<file path="src/rtl/response_frame_tx.sv">
// rtl/response_frame_tx.sv - framed UART response sender: sync, length, FIFO payload, xor checksum
// One byte at a time is handed to the UART through a tx_enable/tx_busy handshake.
module response_frame_tx #(
  parameter logic [7:0]  SYNC_BYTE   = 8'hA5,
  parameter int unsigned ACK_TIMEOUT = 15
) (
  input  logic       clk,
  input  logic       reset_n,
  input  logic       start,
  input  logic [7:0] frame_len,
  output logic       busy,
  output logic       done,
  output logic [1:0] err_code,
  input  logic       fifo_empty,
  output logic       fifo_re,
  input  logic [7:0] fifo_data,
  input  logic       tx_busy,
  output logic       tx_enable,
  output logic [7:0] tx_data
);

  localparam int unsigned TW = $clog2(ACK_TIMEOUT + 1);
  // The timer starts at 0 in the first TX_ACK cycle, i.e. one cycle after tx_enable,
  // so this value marks the last cycle that still fits inside ACK_TIMEOUT.
  localparam logic [TW-1:0] TIMER_LAST = TW'(ACK_TIMEOUT - 2);

  localparam logic [1:0] ERR_OK       = 2'b00;
  localparam logic [1:0] ERR_UNDERRUN = 2'b01;
  localparam logic [1:0] ERR_TIMEOUT  = 2'b10;

  typedef enum logic [3:0] {
    S_IDLE,
    S_HDR,
    S_LEN,
    S_FETCH,
    S_LATCH,
    S_CSUM,
    S_TX_ISSUE,
    S_TX_ACK,
    S_TX_WAIT,
    S_FINISH
  } state_t;

  state_t          state_q, state_d;
  state_t          ret_q, ret_d;
  logic [7:0]      len_q, len_d;
  logic [7:0]      cnt_q, cnt_d;
  logic [7:0]      csum_q, csum_d;
  logic [7:0]      tx_data_q, tx_data_d;
  logic [1:0]      err_q, err_d;
  logic [TW-1:0]   timer_q, timer_d;

  always_ff @(posedge clk or negedge reset_n) begin
    if (!reset_n) begin
      state_q   <= S_IDLE;
      ret_q     <= S_IDLE;
      len_q     <= 8'd0;
      cnt_q     <= 8'd0;
      csum_q    <= 8'd0;
      tx_data_q <= 8'd0;
      err_q     <= ERR_OK;
      timer_q   <= '0;
    end else begin
      state_q   <= state_d;
      ret_q     <= ret_d;
      len_q     <= len_d;
      cnt_q     <= cnt_d;
      csum_q    <= csum_d;
      tx_data_q <= tx_data_d;
      err_q     <= err_d;
      timer_q   <= timer_d;
    end
  end

  always_comb begin
    state_d   = state_q;
    ret_d     = ret_q;
    len_d     = len_q;
    cnt_d     = cnt_q;
    csum_d    = csum_q;
    tx_data_d = tx_data_q;
    err_d     = err_q;
    timer_d   = timer_q;
    fifo_re   = 1'b0;
    tx_enable = 1'b0;
    done      = 1'b0;

    case (state_q)
      S_IDLE: begin
        if (start) begin
          len_d   = frame_len;
          csum_d  = frame_len;
          cnt_d   = 8'd0;
          err_d   = ERR_OK;
          state_d = S_HDR;
        end
      end
      S_HDR: begin
        tx_data_d = SYNC_BYTE;
        ret_d     = S_LEN;
        state_d   = S_TX_ISSUE;
      end
      S_LEN: begin
        tx_data_d = len_q;
        ret_d     = (len_q == 8'd0) ? S_CSUM : S_FETCH;
        state_d   = S_TX_ISSUE;
      end
      // An underrun abandons the frame without a checksum byte.
      S_FETCH: begin
        if (fifo_empty) begin
          err_d   = ERR_UNDERRUN;
          state_d = S_FINISH;
        end else begin
          fifo_re = 1'b1;
          state_d = S_LATCH;
        end
      end
      S_LATCH: begin
        tx_data_d = fifo_data;
        csum_d    = csum_q ^ fifo_data;
        cnt_d     = cnt_q + 8'd1;
        ret_d     = ((cnt_q + 8'd1) == len_q) ? S_CSUM : S_FETCH;
        state_d   = S_TX_ISSUE;
      end
      S_CSUM: begin
        tx_data_d = csum_q;
        ret_d     = S_FINISH;
        state_d   = S_TX_ISSUE;
      end
      S_TX_ISSUE: begin
        if (!tx_busy) begin
          tx_enable = 1'b1;
          timer_d   = '0;
          state_d   = S_TX_ACK;
        end
      end
      S_TX_ACK: begin
        if (tx_busy) begin
          state_d = S_TX_WAIT;
        end else if (timer_q == TIMER_LAST) begin
          err_d   = ERR_TIMEOUT;
          state_d = S_FINISH;
        end else begin
          timer_d = timer_q + 1'b1;
        end
      end
      S_TX_WAIT: begin
        if (!tx_busy) begin
          state_d = ret_q;
        end
      end
      S_FINISH: begin
        done    = 1'b1;
        state_d = S_IDLE;
      end
      default: begin
        state_d = S_IDLE;
      end
    endcase
  end

  // Equivalent to a flag set on accepted start and cleared the cycle after done.
  assign busy     = (state_q != S_IDLE);
  assign err_code = err_q;
  assign tx_data  = tx_data_q;

endmodule

</file>
<file path="config.mk">
export PLATFORM = sky130hd
export DESIGN_NAME = response_frame_tx
export DESIGN_NICKNAME = d
export VERILOG_FILES = /design/src/rtl/response_frame_tx.sv
export SDC_FILE = /design/constraint.sdc
export NUM_CORES = 1
export LEC_CHECK = 0
export BUFFER_PORTS_ARGS = -buffer_cell sky130_fd_sc_hd__buf_4
export CELL_PAD_IN_SITES_DETAIL_PLACEMENT = 1
export CELL_PAD_IN_SITES_GLOBAL_PLACEMENT = 1
export CORE_MARGIN = 4
export CORE_UTILIZATION = 39
export DETAILED_ROUTE_END_ITERATION = 10
export HOLD_SLACK_MARGIN = 0.05
export PLACE_DENSITY = 0.76
export SKIP_LAST_GASP = 1
export SLEW_MARGIN = 20
export SYNTH_ARGS = -nofsm -noshare
export SYNTH_HDL_FRONTEND = slang
export SYNTH_SLANG_ARGS = --single-unit
</file>
<file path="constraint.sdc">
create_clock -name clk -period 2.1 [get_ports clk]
set_clock_uncertainty 0.15 [all_clocks]
set_input_delay 0.21 -clock clk [delete_from_list [all_inputs] [get_ports clk]]
set_output_delay 0.21 -clock clk [all_outputs]
set_load 0.01 [all_outputs]
</file>
# == After elaboration in Yosys (flattened, before gate mapping) ==
# Index checks and enable logic that the tools add are counted.
# word_totals
reg_bits,46
out_inout_bits,14
# classes
n_addsub,2
eq_ne,19
n_mux,29
n_bitwise,1
reduce_logical,13
# op_table
operator,count
4-bit 2-to-1 mux,9
8-bit one-hot mux with 2 select lines,2
8-bit one-hot mux with 4 select lines,1
4-bit one-hot mux with 6 select lines,1
4-bit by 3-bit equality test with 1-bit output (second input constant),4
8-bit 2-to-1 mux,2
4-bit one-hot mux with 4 select lines,1
2-bit inequality test (second input constant),7
4-bit equality test (second input constant),3
8-bit by 1-bit adder with 8-bit output (second input constant),1
4-bit by 2-bit equality test with 1-bit output (second input constant),2
8-bit equality test,1
8-bit logical NOT,1
2-bit 2-to-1 mux,4
4-bit one-hot mux with 2 select lines,1
4-bit AND reduction,2
4-bit nonzero test,2
8-bit bitwise XOR,1
3-bit 2-to-1 mux,2
2-bit one-hot mux with 3 select lines,1
1-bit 2-to-1 mux,5
5-bit AND reduction,1
4-bit by 1-bit adder with 4-bit output (second input constant),1
4-bit by 1-bit equality test with 1-bit output (second input constant),1
6 further kinds,8

# == Longest topological paths before layout ==
# Gate-level depths: netlist of run 1.
# logic_depth
depth_word,4
mapped_depth,7
ltp_nobuf,7

# == Worst setup path after synthesis of run 1 ==
# OpenSTA, ideal clock, no wires.
# synth_path
kind,register to register
start,register cnt_q[0]
end,register ret_q[1]
setup_ps,141
t_arrival_ps,1682
slack_ps,128
path_stages_with_launch,7
period_less_slack_ps,1972
path_cell_list,dfrtp_1 ha_1 xnor2_1 nand2_1 or4_1 a31oi_1 a31oi_1
# synth_via
elab_chain_cells,4
# synth_lines
element,line,text
from (decl),47,"logic [7:0] cnt_q, cnt_d;"
from (signal assigned),67,cnt_q <= cnt_d;
8-bit by 1-bit adder with 8-bit output,122,ret_d = ((cnt_q + 8'd1) == len_q) ? S_CSUM : S_FETCH;
8-bit equality test,122,
3-bit 2-to-1 mux,122,
4-bit one-hot mux with 4 select lines,88,case (state_q)
to (signal assigned),65,ret_q <= ret_d;
to (decl),45,"state_t ret_q, ret_d;"
# No other way between the ends.
# A chain may end at the register's enable or synchronous reset.

# == Worst setup path in the final report of run 1 ==
# layout_path
start,register cnt_q[1]
end,register ret_q[1]
# Same word-level chain as after synthesis.

==> flow_summary.json, run 1 <==
{
  "place_area_sq_mm": 0.00309,
  "avgRoutedWirePerCell_microns": 18.6,
  "crit_fanout": 3,
  "die_w_microns": 90.8,
  "status": "finished clean",
  "cp.arrival_ns": 2.06,
  "cts_root_buf": "clkbuf_8",
  "combPwrFrac": 0.522,
  "io_pins": 35,
  "antenna_found_initial": 0,
  "insertedDiodeCount": 0,
  "swShare": 0.454,
  "netlist_instances": 301,
  "gr-usage-all-layers": 0.209,
  "synth_ff_type": "dfrtp_1",
  "rsz0062_at_grt": "true",
  "place.gp.congestion": 0.815,
  "hpwl_mm": 5.66,
  "fin_area_sq_mm": 0.00337,
  "hold_class": "input port to register",
  "hold_viol_final": 0,
  "vias": 2605,
  "final_core_util": 0.519,
  "clockPowerShare": 0.127,
  "first_pass_iters": 4,
  "power.density_mw_per_mm2": 1420,
  "cts_max_level": 2,
  "critPathCaptureType": "register",
  "setup_viol": 0,
  "grt_max_degree": 47,
  "fp.coreArea_sq_mm": 0.00649,
  "dr.first_iter.drc_count": 127,
  "area_growth_pct": 26.2,
  "grt_pass1_vias": 2749,
  "max_slew_margin": 0.587,
  "p_seq_frac": 0.351,
  "drive_gt1_frac": 0.225,
  "yosys_register_bits": 46,
  "internal-power_w": 0.00261,
  "r2r_setup_slack_ns": 0.06,
  "ys_warn_count": 0,
  "worstMarginPinSlew_ns": 0.619,
  "switching_power_w": 0.00217,
  "cap_violations": 0,
  "drc": 0,
  "clock_sinks": 46,
  "finalCritPeriodShare": 0.970,
  "rows": 29,
  "synth_top_area_share": 0.431,
  "layoutNonFillerInstCount": 442,
  "dpl.cell_count": 417,
  "ys_seq_area_frac": 0.431,
  "post-route-min-period_ns": 2.04,
  "start_util": 0.411,
  "cts_tree": "done",
  "grt.overflow.total": 0,
  "cts_buffers": 5,
  "synth_edf_count": 0,
  "grt_pass1_wl_mm": 14.1,
  "port_buffers": 34,
  "p_leak_nw": 1.49,
  "ant_nets": 0,
  "yosysTopAreaCell": "dfrtp_1",
  "layout.nets": 388,
  "vias_per_cell": 5.89,
  "syn_avg_cell_area_sq_um": 8.88,
  "crit_path_start_kind": "register",
  "crit_type": "register to register",
  "synth_area_sq_mm": 0.00267,
  "synth_nets": 325,
  "cp.required_ns": 2.12,
  "cts_buffer_depth": 2,
  "async_reset_ff_frac": 1.00,
  "clk-insertion-delay-late_ns": 0.31,
  "fmax_mhz": 491,
  "yosysUniqueCellTypes": 56,
  "synth_area_leaders": "dfrtp_1 (43%), nand2_1 (6.7%), o21ai_0 (4.9%)",
  "ir_drop_mv": 0.625,
  "fp.dieArea_sq_mm": 0.00824,
  "clk_pin_slew_worst_paths_ns": 0.11,
  "drt_wl_total_mm": 8.24,
  "dieHeight_microns": 90.8,
  "maxSlewViolCount": 0
}
## what timing repair did
action / 4_1_cts / 5_1_grt
hold buffers: 15 / 0
setup buffers: 0 / 2
endpoints found under the setup margin: 1 / 3
gates resized for setup: 1 / 5
endpoints found under the hold margin: 63 / 0
## synth_stat cells, drive strengths merged (2+ instances only)
master,n
nand4,2
clkbuf,7
nand2,49
inv,9
nand3b,2
a21oi,10
nor2b,4
xor2,4
o31ai,4
xnor2,5
nand3,17
nor3,10
nand4b,2
or3,5
o21ai,26
ha,3
dfrtp,46
and3,6
buf,8
a31oi,3
mux2,2
nor2,22
o211ai,9
mux2i,6
a22oi,4
nor4,10
or4,2
a221o,4
nand2b,4
a21o,4
## critical path: stages (launching register included)
cell and delay [ns]:
dfrtp_1 0.41, ha_1 0.31, xnor2_1 0.14, nand2_1 0.07, or4_4 0.55, a31oi_4 0.17
a31oi_1 0.11
## routing by layer
layer	part of all wire	GRT usage
met4	0.013	0.0440
met3	0.042	0.0258
met5	0	0
met2	0.50	0.361
met1	0.44	0.281
## logic make-up (layout without fill, tap and decap cells)
| group | Yosys count | after routing | synth area share |
|---|---|---|---|
| AO/OA/AOI/OAI | 74 | 74 | 0.184 |
| XOR/XNOR | 9 | 9 | 0.0323 |
| adder cells (fa/ha/maj) | 3 | 3 | 0.0140 |
| buffers and inverters | 24 | 88 | 0.0445 |
| flip-flops | 46 | 46 | 0.431 |
| multiplexers | 8 | 8 | 0.0309 |
| AND/OR/NAND/NOR | 137 | 137 | 0.263 |
## cell usage in the layout, fill, tap and decap left out, types with 5 or more instances in the layout
cell type | Yosys | routed
clkbuf_8 | 1 | 5
and3_1 | 6 | 6
o211ai_1 | 9 | 9
dlygate4sd3_1 | 0 | 15
nand2_1 | 48 | 48
buf_4 | 1 | 56
inv_1 | 9 | 9
nand3_1 | 16 | 16
o21ai_0 | 26 | 26
nor3_1 | 8 | 8
mux2i_1 | 6 | 6
nor2_1 | 20 | 20
a21oi_1 | 10 | 10
nor4_1 | 9 | 9
xnor2_1 | 5 | 5
dfrtp_1 | 46 | 44
## worst paths after layout
path	startpoint	to	cells past startpoint
worst max-delay path	cnt_q[1]	ret_q[1]	6
min in group asynchronous	reset_n	timer_q[0]	2
worst min register to register	err_code[0]	err_code[0]	1
worst min-delay path	fifo_data[1]	csum_q[1]	3
worst max register to register	cnt_q[1]	ret_q[1]	6
max in group asynchronous	reset_n	state_q[1]	2
## power by group through the flow
stage	logic, W	registers (W)	clock network [W]
2_1_floorplan	0.00159	0.00156	0
3_3_place_gp	0.00232	0.00166	0
3_5_place_dp	0.00239	0.00167	0
4_1_cts	0.00244	0.00166	0.000627
5_1_grt	0.00280	0.00173	0.000666
6_report	0.00250	0.00168	0.000608
## metrics by stage
stage	worst slack [ns]	power [W]	hold slack (ns)	setup TNS (ns)
2_1_floorplan	0.128	0.00315	-0.236	0
3_3_place_gp	0.0947	0.00398	0.118	0
3_5_place_dp	0.0308	0.00406	0.120	0
4_1_cts	0.000785	0.00473	0.0544	0
5_1_grt	-0.00240	0.00519	0.0662	-0.00240
6_report	0.0627	0.00478	0.0540	0
## cell type report
type | instances | area, sq um
clock buffer | 5 | 68.8
clock inverter | 3 | 26.3
fill | 772 | 3120
sequential | 46 | 1150
tap | 77 | 96.3
multi-input combinational | 231 | 1420
timing repair buffer | 71 | 571
inverter | 9 | 33.8
## sequential cells by signal, summed over array words and instances, names as in the netlist
name,cells
timer_q,4
err_code,2
state_q,4
ret_q,4
len_q,8
tx_data,8
cnt_q,8
csum_q,8
No activity file was read; power rests on OpenSTA's default activity.
==> run 2: changes to the inputs <==
- CORE_UTILIZATION: 39 -> 44
- PLACE_DENSITY: 0.76 -> 0.81
- clock period: 2.1 -> 2 ns (I/O delays scaled with it)
==> run 2 against run 1 <==
  * Clock power increased by 18%
  * Worst setup slack got worse by 0.029 ns
  * Register-to-register slack worse by 0.02 ns
  * Sequential power is 4% higher
  * Clock-buffer cell count unchanged
  * Largest power group unchanged
  * First-iteration DRC count grew 10%
  * Non-clock buffer count grew 8
  * Combinational power rose by 18%
  * Wire length rose by 9.2%
  * Utilization is 7.6 points higher
==> flow_summary.json, run 2 (synthesis gave the netlist of run 1 again) <==
{
  "cp.arrival_ns": 1.62,
  "dr.first_iter.drc_count": 140,
  "swShare": 0.443,
  "fp.dieArea_sq_mm": 0.00738,
  "fin_area_sq_mm": 0.00352,
  "crit_family": "simple AND/OR/NAND/NOR gates",
  "cts_tree": "done",
  "ir_drop_mv": 0.726,
  "internal-power_w": 0.00302,
  "place.gp.congestion": 0.891,
  "cts_max_level": 2,
  "clk-insertion-delay-late_ns": 0.31,
  "cts_buffer_depth": 2,
  "p_leak_nw": 1.56,
  "hold_ws_ns": 0.0580,
  "clockPowerShare": 0.132,
  "start_util": 0.451,
  "cp_cell_sequence": "buf_4, nand2b_1, or3_1, inv_1, buf_4",
  "port_buffers": 34,
  "avgRoutedWirePerCell_microns": 20.1,
  "r2r_setup_slack_ns": 0.04,
  "worstMarginPinSlew_ns": 0.608,
  "maxSlewViolCount": 0,
  "cts_buffers": 5,
  "switching_power_w": 0.00240,
  "power.density_mw_per_mm2": 1540,
  "crit_type": "register to primary output",
  "cpMostUsedCell": "buf_4",
  "setup_viol": 0,
  "fmax_mhz": 509,
  "status": "finished clean",
  "dieHeight_microns": 85.9,
  "area_growth_pct": 31.8,
  "cts_root_buf": "clkbuf_8",
  "drt_wl_total_mm": 8.99,
  "clock_sinks": 46,
  "grt.overflow.total": 0,
  "critPathBufInv": 3,
  "cp.required_ns": 1.65,
  "place_area_sq_mm": 0.00313,
  "crit_path_start_kind": "register",
  "drive_gt1_frac": 0.260,
  "clk_pin_slew_worst_paths_ns": 0.10,
  "drc": 0,
  "crit_fanout": 7,
  "final_cell_mix": "buf_4 (63), nand2_1 (48), dfrtp_1 (44), o21ai_0 (26), nor2_1 (19)",
  "p_seq_frac": 0.322,
  "critPathCaptureType": "primary output",
  "cap_violations": 0,
  "vias_per_cell": 5.94,
  "multi_input_area_sq_mm": 0.00149,
  "gr-usage-all-layers": 0.258,
  "rows": 28,
  "insertedDiodeCount": 0,
  "slowest_stage": "dfrtp_2",
  "num-fill-cells": 706,
  "ant_nets": 0,
  "slowest_delay_ns": 0.44,
  "first_pass_iters": 4,
  "finalCritPeriodShare": 0.983,
  "rsz0062_at_grt": "true",
  "combPwrFrac": 0.545,
  "grt_pass1_wl_mm": 14.8,
  "final_core_util": 0.595,
  "grt_pass1_vias": 2919,
  "hpwl_mm": 6.27,
  "io_pins": 35,
  "hold_class": "input port to register",
  "antenna_found_initial": 0,
  "dp_worst_setup_slack_ns": -0.0905,
  "max_slew_margin": 0.595,
  "layout_setup_ws_ns": 0.0340,
  "fp.coreArea_sq_mm": 0.00592,
  "vias": 2663,
  "grt_max_degree": 47,
  "final_common_cell": "buf_4",
  "seqCellArea_sq_mm": 0.00115,
  "post-route-min-period_ns": 1.97,
  "layout.nets": 396,
  "die_w_microns": 85.9,
  "hold_viol_final": 0
}
-- run 2: tightest hold or removal path, cell delays in order --
cell and delay (ns):
buf_4 0.08, mux2i_1 0.06, a21oi_1 0.13
-- run 2: timing repair --
action | in CTS | in global routing
resized for setup | 9 | 7
hold buffers | 15 | 0
setup endpoints to repair | 4 | 7
pin swaps | 3 | 2
hold endpoints to repair | 63 | 0
buffers inserted | 0 | 6
-- run 2: worst paths after layout --
check                              end  cells past startpoint         start
setup / recovery             tx_enable                      5    state_q[1]
min in group asynchronous   timer_q[2]                      2       reset_n
hold / removal              tx_data[5]                      3  fifo_data[5]
hold reg to reg            err_code[0]                      1   err_code[0]
max in group asynchronous   state_q[0]                      2       reset_n
setup reg to reg              ret_q[1]                      6      cnt_q[0]
-- run 2: stage by stage --
stage	total power, W	setup TNS [ns]	instances
floorplan	0.00331	0	301
finish	0.00542	0	448
CTS	0.00527	-0.0740	442
global route	0.00582	-0.0958	448
detailed placement	0.00439	-0.159	419
global placement	0.00420	0	419
-- run 2: power by group through the flow --
stage                     sequential, W  clock, W  combinational (W)
after global routing            0.00180  0.000775            0.00324
after floorplan                 0.00163         0            0.00167
after global placement          0.00172         0            0.00248
after CTS                       0.00175  0.000729            0.00278
after detailed placement        0.00175         0            0.00264
final                           0.00175  0.000718            0.00296
-- run 2: layer usage --
layer | routed length [microns] | share of wire | vias to the layer above | global-route usage
met1 | 3650 | 0.41 | 1334 | 0.315
li1 | - | - | 1232 | -
met3 | 307 | 0.034 | 24 | 0.0336
met5 | 0 | 0 | - | 0
met2 | 4770 | 0.53 | 73 | 0.454
met4 | 267 | 0.030 | 0 | 0.112
-- run 2: layout make-up --
type / instances / share of cell area
clock buffer: 5 / 0.0195
sequential: 46 / 0.327
clock inverter: 3 / 0.0124
inverter: 9 / 0.00959
multi-input combinational: 231 / 0.422
tap: 75 / 0.0266
timing repair buffer: 79 / 0.183
==> run 3: changes to the inputs <==
- CELL_PAD_IN_SITES_DETAIL_PLACEMENT: 1 -> not set
- CELL_PAD_IN_SITES_GLOBAL_PLACEMENT: 1 -> not set
- CORE_UTILIZATION: 44 -> 58
==> run 3 against run 2 <==
  * Register-to-register slack got worse by 0.02 ns
  * Combinational power decreased by 13%
  * Utilization increased by 17 points
  * Fmax decreased by 0.46%
  * Non-clock buffer count decreased by 6
  * First-iteration DRC count increased by 61%
  * Design area decreased by 4.5%
  * Power decreased by 9.0%
  * Clock-buffer cell count increased by 1
  * Die area decreased by 22%
  * Clock power decreased by 16%
  * Critical path depth increased by 1
  * Largest cell class unchanged
==> flow_summary.json, run 3 (synthesis gave the netlist of run 1 again) <==
{
  "power.density_mw_per_mm2": 1470,
  "final_cell_mix": "buf_4 (58), nand2_1 (48), dfrtp_1 (42), o21ai_0 (26), nor2_1 (20)",
  "avgRoutedWirePerCell_microns": 17.1,
  "gr-usage-all-layers": 0.271,
  "fin_total_pwr_w": 0.00493,
  "crit_family": "simple AND/OR/NAND/NOR gates",
  "cts_buffer_depth": 2,
  "drt_wl_total_mm": 7.18,
  "clk_pin_slew_worst_paths_ns": 0.09,
  "grt_pass1_vias": 2475,
  "antenna_found_initial": 0,
  "cp.arrival_ns": 1.99,
  "cts_tree": "done",
  "setup_viol": 0,
  "dp_worst_setup_slack_ns": -0.0237,
  "ir_drop_mv": 0.734,
  "clk-insertion-delay-late_ns": 0.31,
  "maxSlewViolCount": 0,
  "top_layer": "met4",
  "fin_area_sq_mm": 0.00336,
  "cts_root_buf": "clkbuf_8",
  "slowest_stage": "or4_1",
  "met1Wirelength_mm": 2.93,
  "wl_met3_microns": 537,
  "cp.required_ns": 2.01,
  "wl_met2_mm": 3.57,
  "hold_viol_final": 0,
  "finalCritPeriodShare": 0.988,
  "rows": 24,
  "layout.nets": 390,
  "place_area_sq_mm": 0.00309,
  "min_path_cells": 3,
  "worstReg2RegStart": "cnt_q[0]",
  "post-cts-setup-buffer-count": 0,
  "die_w_microns": 75.9,
  "holdPathEnd": "csum_q[2]",
  "dr.first_iter.drc_count": 225,
  "layout_setup_ws_ns": 0.0249,
  "cts_buffers": 5,
  "crit_type": "register to register",
  "fmax_mhz": 506,
  "r2r_setup_slack_ns": 0.02,
  "cp_cell_sequence": "buf_4, nand3_1, xnor2_1, or4_1, a31oi_2, a31oi_1",
  "ant_nets": 0,
  "port_buffers": 34,
  "critPathBufInv": 1,
  "cts_max_level": 2,
  "dpl.cell_count": 396,
  "min_from": "fifo_data[2]",
  "drive_gt1_frac": 0.234,
  "crit_fanout": 5,
  "crit_path_start_kind": "register",
  "fp.coreArea_sq_mm": 0.00441,
  "start_util": 0.605,
  "area_growth_pct": 25.9,
  "io_pins": 35,
  "hpwl_mm": 4.96,
  "hold_class": "input port to register",
  "first_pass_iters": 5,
  "insertedDiodeCount": 0,
  "rr_worst_depth": 6,
  "critPathCaptureType": "register",
  "dieHeight_microns": 75.9,
  "drc": 0,
  "grt.overflow.total": 0,
  "cap_violations": 0,
  "vias_per_cell": 6.19,
  "clock_sinks": 46,
  "final_common_cell": "buf_4",
  "finalSetupTns_ns": 0,
  "vias": 2592,
  "place.gp.congestion": 0.879,
  "fp.dieArea_sq_mm": 0.00576,
  "r2r_end": "ret_q[1]",
  "rsz0062_at_grt": "true",
  "max_slew_margin": 0.609,
  "p_leak_nw": 1.50,
  "grt_max_degree": 47,
  "layoutNonFillerInstCount": 419,
  "slowest_delay_ns": 0.56,
  "worstMarginPinSlew_ns": 0.586,
  "grt_pass1_wl_mm": 11.7,
  "status": "finished clean",
  "post-route-min-period_ns": 1.98
}
## run 3: worst min-delay path, cell delays in order
cell,delay [ns]
buf_4,0.11
nand2_1,0.07
o211ai_1,0.08
## run 3: final cells by class
cell class                 instances  area, sq um
clock buffer                       6         82.6
clock inverter                     2         12.5
fill                             321         1050
inverter                           9         33.8
multi-input combinational        231         1430
sequential                        46         1160
tap                               52         65.1
timing repair buffer              73          586
## run 3: metal layers
layer,vias up,GRT usage
li1,1225,-
met1,1229,0.365
met2,118,0.448
met3,20,0.0396
met4,0,0.0893
met5,-,0
## run 3: worst max-delay path by stage
stage,startpoint,depth (start not counted),slack (ns),end
2_1_floorplan,cnt_q[0],6,0.03,ret_q[1]
3_3_place_gp,cnt_q[0],6,-0.006,ret_q[1]
3_5_place_dp,cnt_q[0],6,-0.02,ret_q[1]
4_1_cts,cnt_q[1],6,-0.001,ret_q[1]
5_1_grt,cnt_q[0],6,-0.03,ret_q[1]
6_report,cnt_q[0],6,0.02,ret_q[1]
## run 3: what timing repair did
action / 4_1_cts / 5_1_grt
pin swaps: 4 / 3
endpoints found under the setup margin: 3 / 5
hold endpoints to repair: 63 / 0
gates resized for setup: 3 / 5
hold buffers: 15 / 0
## run 3: metrics by stage
stage	util	hold slack, ns
after floorplan	-	-0.246
after global placement	0.700	0.0885
after detailed placement	0.700	0.0880
after CTS	0.756	0.0517
after global routing	0.762	0.0587
final	0.762	0.0463
## run 3: report_power, final
| part | total [W] | switching [W] | internal [W] | leakage, nW |
|---|---|---|---|---|
| Clock | 0.000601 | 0.000323 | 0.000278 | 0.0472 |
| Sequential | 0.00176 | 0.000449 | 0.00131 | 0.572 |
| Combinational | 0.00257 | 0.00138 | 0.00119 | 0.878 |
